[config.mk]
export PLATFORM = sky130hd
export DESIGN_NAME = rot_sequencer
export DESIGN_NICKNAME = d
export VERILOG_FILES = /design/src/rtl/rot_seq_pkg.sv /design/src/rtl/rot_out_fifo.sv /design/src/rtl/rot_sequencer.sv
export SDC_FILE = /design/constraint.sdc
export NUM_CORES = 1
export LEC_CHECK = 0
export CAP_MARGIN = 25
export CORE_UTILIZATION = 51
export CTS_BUF_LIST = sky130_fd_sc_hd__clkbuf_16
export CTS_CLUSTER_SIZE = 20
export DETAILED_ROUTE_END_ITERATION = 6
export PLACE_DENSITY_LB_ADDON = 0.08
export SYNTH_ARGS = -nofsm -noshare
export SYNTH_HDL_FRONTEND = slang
export SYNTH_SLANG_ARGS = --single-unit
export TNS_END_PERCENT = 1
[constraint.sdc]
create_clock -name clk -period 4 [get_ports clk]
set_input_delay 0.8 -clock clk [delete_from_list [all_inputs] [get_ports clk]]
set_output_delay 0.8 -clock clk [all_outputs]
set_load 0.01 [all_outputs]
[src/rtl/rot_seq_pkg.sv]
// Shared types and widths for the rotator sequencer.
package rot_seq_pkg;

  localparam int unsigned DATA_W = 4;
  localparam int unsigned AMT_W  = 2;

  localparam logic MODE_SINGLE = 1'b0;
  localparam logic MODE_STEP   = 1'b1;

  typedef enum logic [1:0] {
    IDLE   = 2'd0,
    ROTATE = 2'd1,
    PUSH   = 2'd2
  } state_e;

endpackage

[src/rtl/rot_out_fifo.sv]
// Result FIFO for the rotator sequencer; head reads as zero when empty.
module rot_out_fifo #(
  parameter int unsigned FIFO_DEPTH = 2,
  parameter int unsigned DATA_W     = 4
) (
  input  logic              clk,
  input  logic              rst_n,
  input  logic              i_push,
  input  logic [DATA_W-1:0] i_push_data,
  input  logic              i_pop,
  output logic              o_full,
  output logic              o_empty,
  output logic [DATA_W-1:0] o_head
);

  localparam int unsigned PTR_W = $clog2(FIFO_DEPTH);
  localparam int unsigned CNT_W = $clog2(FIFO_DEPTH) + 1;

  logic [DATA_W-1:0] r_mem [FIFO_DEPTH];
  logic [PTR_W-1:0]  r_wr_ptr;
  logic [PTR_W-1:0]  r_rd_ptr;
  logic [CNT_W-1:0]  r_count;
  logic              w_do_push;
  logic              w_do_pop;

  assign o_full    = (r_count == CNT_W'(FIFO_DEPTH));
  assign o_empty   = (r_count == '0);
  assign o_head    = o_empty ? '0 : r_mem[r_rd_ptr];
  assign w_do_push = i_push && !o_full;
  assign w_do_pop  = i_pop && !o_empty;

  // Power-of-two depth lets the pointers wrap by natural overflow.
  always_ff @(posedge clk or negedge rst_n) begin
    if (!rst_n) begin
      for (int i = 0; i < int'(FIFO_DEPTH); i++) r_mem[i] <= '0;
      r_wr_ptr <= '0;
      r_rd_ptr <= '0;
      r_count  <= '0;
    end else begin
      if (w_do_push) begin
        r_mem[r_wr_ptr] <= i_push_data;
        r_wr_ptr        <= r_wr_ptr + PTR_W'(1);
      end
      if (w_do_pop) r_rd_ptr <= r_rd_ptr + PTR_W'(1);
      case ({w_do_push, w_do_pop})
        2'b10:   r_count <= r_count + CNT_W'(1);
        2'b01:   r_count <= r_count - CNT_W'(1);
        default: r_count <= r_count;
      endcase
    end
  end

endmodule

[src/rtl/rot_sequencer.sv]
// Drives a 4-bit rotate-right unit in single or step mode and queues results.
// Optional statistics ports (op_count, stall_flag) under ROT_SEQ_STATS_EN.
module rot_sequencer
  import rot_seq_pkg::*;
#(
  parameter int unsigned FIFO_DEPTH = 2
) (
  input  logic              clk,
  input  logic              rst_n,
  input  logic              in_valid,
  output logic              in_ready,
  input  logic [DATA_W-1:0] in_data,
  input  logic [AMT_W-1:0]  in_amt,
  input  logic              in_step,
  output logic [DATA_W-1:0] shift_w,
  output logic              shift_s0,
  output logic              shift_s1,
  input  logic [DATA_W-1:0] shift_y,
  output logic              out_valid,
  input  logic              out_ready,
  output logic [DATA_W-1:0] out_data
`ifdef ROT_SEQ_STATS_EN
  ,
  output logic [7:0]        op_count,
  output logic [0:0]        stall_flag
`endif
);

  state_e            r_state;
  state_e            w_state_nxt;
  logic [DATA_W-1:0] r_work;
  logic [DATA_W-1:0] w_work_nxt;
  logic [AMT_W-1:0]  r_cnt;
  logic [AMT_W-1:0]  w_cnt_nxt;
  logic              r_mode;
  logic              w_mode_nxt;
  logic [AMT_W-1:0]  w_s;
  logic              w_push;
  logic              w_full;
  logic              w_empty;
  logic              w_pop;

  always_ff @(posedge clk or negedge rst_n) begin
    if (!rst_n) begin
      r_state <= IDLE;
      r_work  <= '0;
      r_cnt   <= '0;
      r_mode  <= MODE_SINGLE;
    end else begin
      r_state <= w_state_nxt;
      r_work  <= w_work_nxt;
      r_cnt   <= w_cnt_nxt;
      r_mode  <= w_mode_nxt;
    end
  end

  always_comb begin
    w_state_nxt = r_state;
    w_work_nxt  = r_work;
    w_cnt_nxt   = r_cnt;
    w_mode_nxt  = r_mode;
    w_s         = '0;
    w_push      = 1'b0;
    case (r_state)
      IDLE: begin
        if (in_valid) begin
          w_work_nxt  = in_data;
          w_cnt_nxt   = in_amt;
          w_mode_nxt  = in_step;
          w_state_nxt = (in_amt == '0) ? PUSH : ROTATE;
        end
      end
      ROTATE: begin
        w_work_nxt = shift_y;
        if (r_mode == MODE_STEP) begin
          w_s       = AMT_W'(1);
          w_cnt_nxt = r_cnt - AMT_W'(1);
          if (r_cnt == AMT_W'(1)) w_state_nxt = PUSH;
        end else begin
          w_s         = r_cnt;
          w_state_nxt = PUSH;
        end
      end
      PUSH: begin
        // Registered fullness only: a same-cycle pop does not free a slot.
        if (!w_full) begin
          w_push      = 1'b1;
          w_state_nxt = IDLE;
        end
      end
      default: w_state_nxt = IDLE;
    endcase
  end

  assign in_ready             = (r_state == IDLE);
  assign shift_w              = r_work;
  assign {shift_s1, shift_s0} = w_s;
  assign out_valid            = !w_empty;
  assign w_pop                = out_valid && out_ready;

  rot_out_fifo #(
    .FIFO_DEPTH (FIFO_DEPTH),
    .DATA_W     (DATA_W)
  ) u_fifo (
    .clk         (clk),
    .rst_n       (rst_n),
    .i_push      (w_push),
    .i_push_data (r_work),
    .i_pop       (w_pop),
    .o_full      (w_full),
    .o_empty     (w_empty),
    .o_head      (out_data)
  );

`ifdef ROT_SEQ_STATS_EN
  logic [7:0] r_op_count;
  logic       r_stall;

  // Saturating push counter and sticky full-FIFO stall indicator.
  always_ff @(posedge clk or negedge rst_n) begin
    if (!rst_n) begin
      r_op_count <= '0;
      r_stall    <= 1'b0;
    end else begin
      if (w_push && (r_op_count != 8'hFF)) r_op_count <= r_op_count + 8'd1;
      if ((r_state == PUSH) && w_full) r_stall <= 1'b1;
    end
  end

  assign op_count   = r_op_count;
  assign stall_flag = r_stall;
`endif

endmodule

Word-level counts from Yosys, hierarchy flattened
Index checks and enable logic that the tools add are counted.
{"block": "word_totals", "regBits": 21, "word_cells": 67}
{"block": "classes", "add_sub_neg": 5, "n_lt_le_gt_ge": 3, "n_eq_ne": 10, "n_mux": 23, "bitwise": 2, "reduce_logical": 15}
{"op": "$mux 4", "count": 6}
{"op": "$mux 2", "count": 9}
{"op": "$bwmux 8", "count": 1}
{"op": "$pmux 2 s2", "count": 2}
{"op": "$pmux 4 s2", "count": 1}
{"op": "$eq 2x1->1 const B", "count": 3}
{"op": "$eq 2x2->1 const B", "count": 3}
{"op": "$logic_not 2->1", "count": 3}
{"op": "$ne 2x2->1 const B", "count": 3}
{"op": "$pmux 2 s3", "count": 1}
{"op": "$reduce_and 3->1", "count": 2}
{"op": "$demux 4 s1", "count": 1}
{"op": "$ge 2x2->1 const B", "count": 2}
{"op": "$logic_and 1x1->1", "count": 4}
{"op": "$not 1->2", "count": 2}
{"op": "$reduce_and 2->1", "count": 2}
{"op": "$reduce_bool 2->1", "count": 2}
{"op": "$sub 2x1->2 const B", "count": 2}
{"op": "$ne 3x3->1 const B", "count": 1}
{"op": "$add 1x1->1 const B", "count": 2}
{"op": "$add 2x1->2 const B", "count": 1}
{"op": "$logic_not 1->1", "count": 2}
{"op": "$lt 2x1->1 const B", "count": 1}
{"op": "$mux 1", "count": 2}

Longest topological paths before layout
{"block": "depth", "ltp_word": 6, "ltp_mapped": 7, "ltp_nobuf": 6}

By module
Synthesis repeated with hierarchy kept, for this count alone.
{"block": "unflattened", "cells_unflattened": 104, "hier_area_um2": 1118.6}
{"mod": "rot_out_fifo", "n_inst": 1, "cells_each": 44, "area_each_um2": 570.5, "seq_area_each_um2": 300.3}
{"mod": "rot_sequencer", "n_inst": 1, "cells_each": 60, "area_each_um2": 548.0, "seq_area_each_um2": 225.2}

Worst setup path before layout
Ideal clock, no wire load.
{"block": "synth_path", "kind": "register -> output", "from": "reg r_state[1]", "to": "out shift_s1", "arrival_ns": 1.026, "required_time_ns": 3.200, "setup_slack_ns": 2.174, "stages_incl_launch_ff": 5, "path_buffers": 2, "cell_sequence": "dfrtp_1 -> buf_4 -> nand2b_1 -> buf_2 -> nor3_1"}
{"block": "synth_via", "elab_chain_cells": 2}
{"element": "start: declaration", "line_no": "rot_sequencer.sv:29", "source": "state_e r_state;"}
{"element": "start signal: assignment", "line_no": "rot_sequencer.sv:50", "source": "r_state <= w_state_nxt;"}
{"element": "$eq 2x1->1", "line_no": "rot_sequencer.sv:64", "source": "case (r_state)"}
{"element": "$mux 2", "line_no": "rot_sequencer.sv:64"}
{"element": "end: declaration", "line_no": "rot_sequencer.sv:17", "source": "output logic shift_s1,"}
No other way between the ends.

Worst setup path in the final report
{"block": "layout_path", "from": "reg r_state[0]", "to": "out shift_s1"}
The elaborated chain is that of the path after synthesis.

==> impl_metrics.ini <==
[outcome]
status = finished clean

[grt]
grt_pass1_vias = 717
antenna_found_initial = 0
grt_pass1_wl_mm = 3.31
gr-total-overflow = 0
grt_usage_pct = 21.1
grt_max_degree = 22

[sta]
relSlewSlack_pct = 38.6
min_period_ns = 2.61
fin_ws_ns = 1.39
fin_crit_sh_pct = 65.2
clock_skew_ns = 0.00221
tightest_slew_ns = 0.919
setup_violations = 0
drv_slew = 0
finalSetupTns_ns = 0
fmax_ghz = 0.384
finalHoldViolCount = 0
grt_setup_unrepaired = no

[worst_setup_path]
crit_type = register to output port
critPathArrivalTime_ns = 1.81
critical_path.top_delay_family = buffers and inverters
slowest_delay_ns = 0.57
crit_buf_inv = 1
slowest_stage = clkdlybuf4s50_1
cp.required_ns = 3.20
cp-end-kind = output port
crit_fanout = 12
crit_path_start_kind = register
path_cells = nand2b_1 -> nor3_1 -> clkdlybuf4s50_1

[finish]
final_cell_mix = clkdlybuf4s50_1 (26), dfrtp_1 (21), nor2_1 (11)
drive_above_1_share_pct = 12.0
area_growth_pct = 32.4
final_nets = 143
diodes = 0
layout_commonest_cell = clkdlybuf4s50_1

[pwr]
p_seq_share_pct = 37.0
power_density_nw_per_um2 = 836
clkPwrFrac_pct = 16.9
finalPower_uw = 1190
power.internal_uw = 774
switching_share_pct = 34.7
p_leak_uw = 0.000588
p_sw_uw = 412
combPwrFrac_pct = 46.2
irDropWorstVdd_mv = 0.438

[drt]
met1_length_um = 983
drcViolationCount = 0
drt_iter0_markers = 23
dr_total_vias = 826
wl_per_cell_um = 14.1
wl_met3_um = 82
finalWirelength_mm = 2.14
wl_met2_mm = 1.06
ant_nets = 0
viasPerCell = 5.43
top_layer_used = met4
dr.pass1.iters = 4

[die]
coreArea_um2 = 1960
io_pins = 27
die_x_um = 47.8
num_rows = 16
start_util_pct = 54.6
die_area_um2 = 2290
dieHeight_um = 47.8

[hold_path]
hold_path_class = register to register

[synth]
ys_warn_count = 0
syn_area_um2 = 1070
ys_types = 30
netlist_instances = 100
syn-num-nets = 117
synth-seq-cells = 21
ys_seq_area_share_pct = 49.1
avgSynthCellArea_um2 = 10.7

[cts]
cts.sinks = 21
hold_buffers = 0
post-cts-setup-buffer-count = 0
ctsResizeCount = 0
cts.clk_slew.worst_paths_ns = 0.05
clkLatencyLatePin_ns = 0.24
cts_made_buffers = 3
cts_tree = yes
ctsRootBufferMaster = clkbuf_16
htreeDepth = 1
cts_max_path_buffers = 2

[placement]
pre_cts_ws_ns = 1.69
port_buffers = 26
gp_congestion = 0.782
hpwl_mm = 1.63

[job]
max_cap_viol_count = 0
==> synthesized netlist by cell type (all sizes together) <==
master	instances	area share (%)
a211oi	1	0.70
nor2	11	3.9
ha	2	2.3
inv	4	1.4
o22ai	9	5.3
nand2	5	1.8
nor3	1	0.47
mux2	8	8.4
nand2b	5	3.9
o2bb2ai	1	0.82
nand3	2	0.93
o22a	1	0.82
dfrtp	21	49
o21ai	1	0.47
buf	4	2.1
a2bb2oi	1	0.82
mux2i	4	3.7
or4	1	0.70
xor2	2	1.6
clkbuf	1	0.35
a21oi	6	2.8
nor3b	1	1.8
o221ai	1	0.82
o21bai	1	0.70
nor2b	3	2.0
xnor2	3	2.5
==> metrics by stage <==
step	instance area (um2)	util (%)	instances	hold WS [ns]
floorplan	1070	-	100	0.460
detailed placement	1340	68.2	148	0.488
global route	1420	72.3	152	0.524
CTS	1420	72.3	152	0.500
finish	1420	72.3	152	0.504
global placement	1340	68.2	148	0.486
==> worst paths after layout <==
path | from | endpoint | slack (ns) | cells past startpoint
max reg2reg | u_fifo.r_count[0]$_DFFE_PN0P_ | u_fifo.r_count[1]$_DFFE_PN0P_ | 2.36 | 5
min reg2reg | r_cnt[1]$_DFFE_PN0P_ | r_cnt[1]$_DFFE_PN0P_ | 0.50 | 1
min | r_cnt[1]$_DFFE_PN0P_ | r_cnt[1]$_DFFE_PN0P_ | 0.50 | 1
min in group asynchronous | rst_n | u_fifo.r_count[0]$_DFFE_PN0P_ | 1.07 | 1
max | r_state[0]$_DFFE_PN0P_ | shift_s1 | 1.39 | 3
max in group asynchronous | rst_n | u_fifo.r_mem[1]$_DFFE_PN0P_ | 2.37 | 1
==> kinds of logic (layout without fill, tap and decap cells) <==
group | after synthesis | count (layout) | share of synthesized area (%)
AOI/OAI and AO/OA | 22 | 22 | 13.2
xor gates and xnor gates | 5 | 5 | 4.09
adders and majority gates | 2 | 2 | 2.34
buffers and inverters | 9 | 34 | 3.85
DFF | 21 | 21 | 49.1
muxes | 12 | 12 | 12.2
and+or+nand+nor | 29 | 29 | 15.3
==> registers in the layout (all words and copies together), names as in the netlist <==
register	count
u_fifo.r_mem	8
shift_w	4
r_cnt	2
r_state	2
u_fifo.r_count	2
r_mode	1
u_fifo.r_rd_ptr	1
u_fifo.r_wr_ptr	1
==> power groups by stage <==
stage	combinational [uW]	clock (uW)	sequential (uW)
finish	547	200	438
global route	606	218	454
CTS	554	205	437
detailed placement	551	0	441
global placement	535	0	435
floorplan	370	0	400
==> area by class of cell <==
| class | count | area [um2] |
|---|---|---|
| Sequential cell | 21 | 526 |
| Clock inverter | 1 | 3.75 |
| Clock buffer | 3 | 75.1 |
| Timing Repair Buffer | 26 | 260 |
| Inverter | 4 | 15.0 |
| Fill cell | 166 | 544 |
| Tap cell | 27 | 33.8 |
| Multi-Input combinational cell | 70 | 504 |
==> per-layer routing <==
metal,up-vias,GRT usage (%)
li1,408,-
met1,388,26.4
met2,28,37.8
met3,2,3.40
met4,0,5.00
met5,-,0
Power figures use the tool's default switching activity.
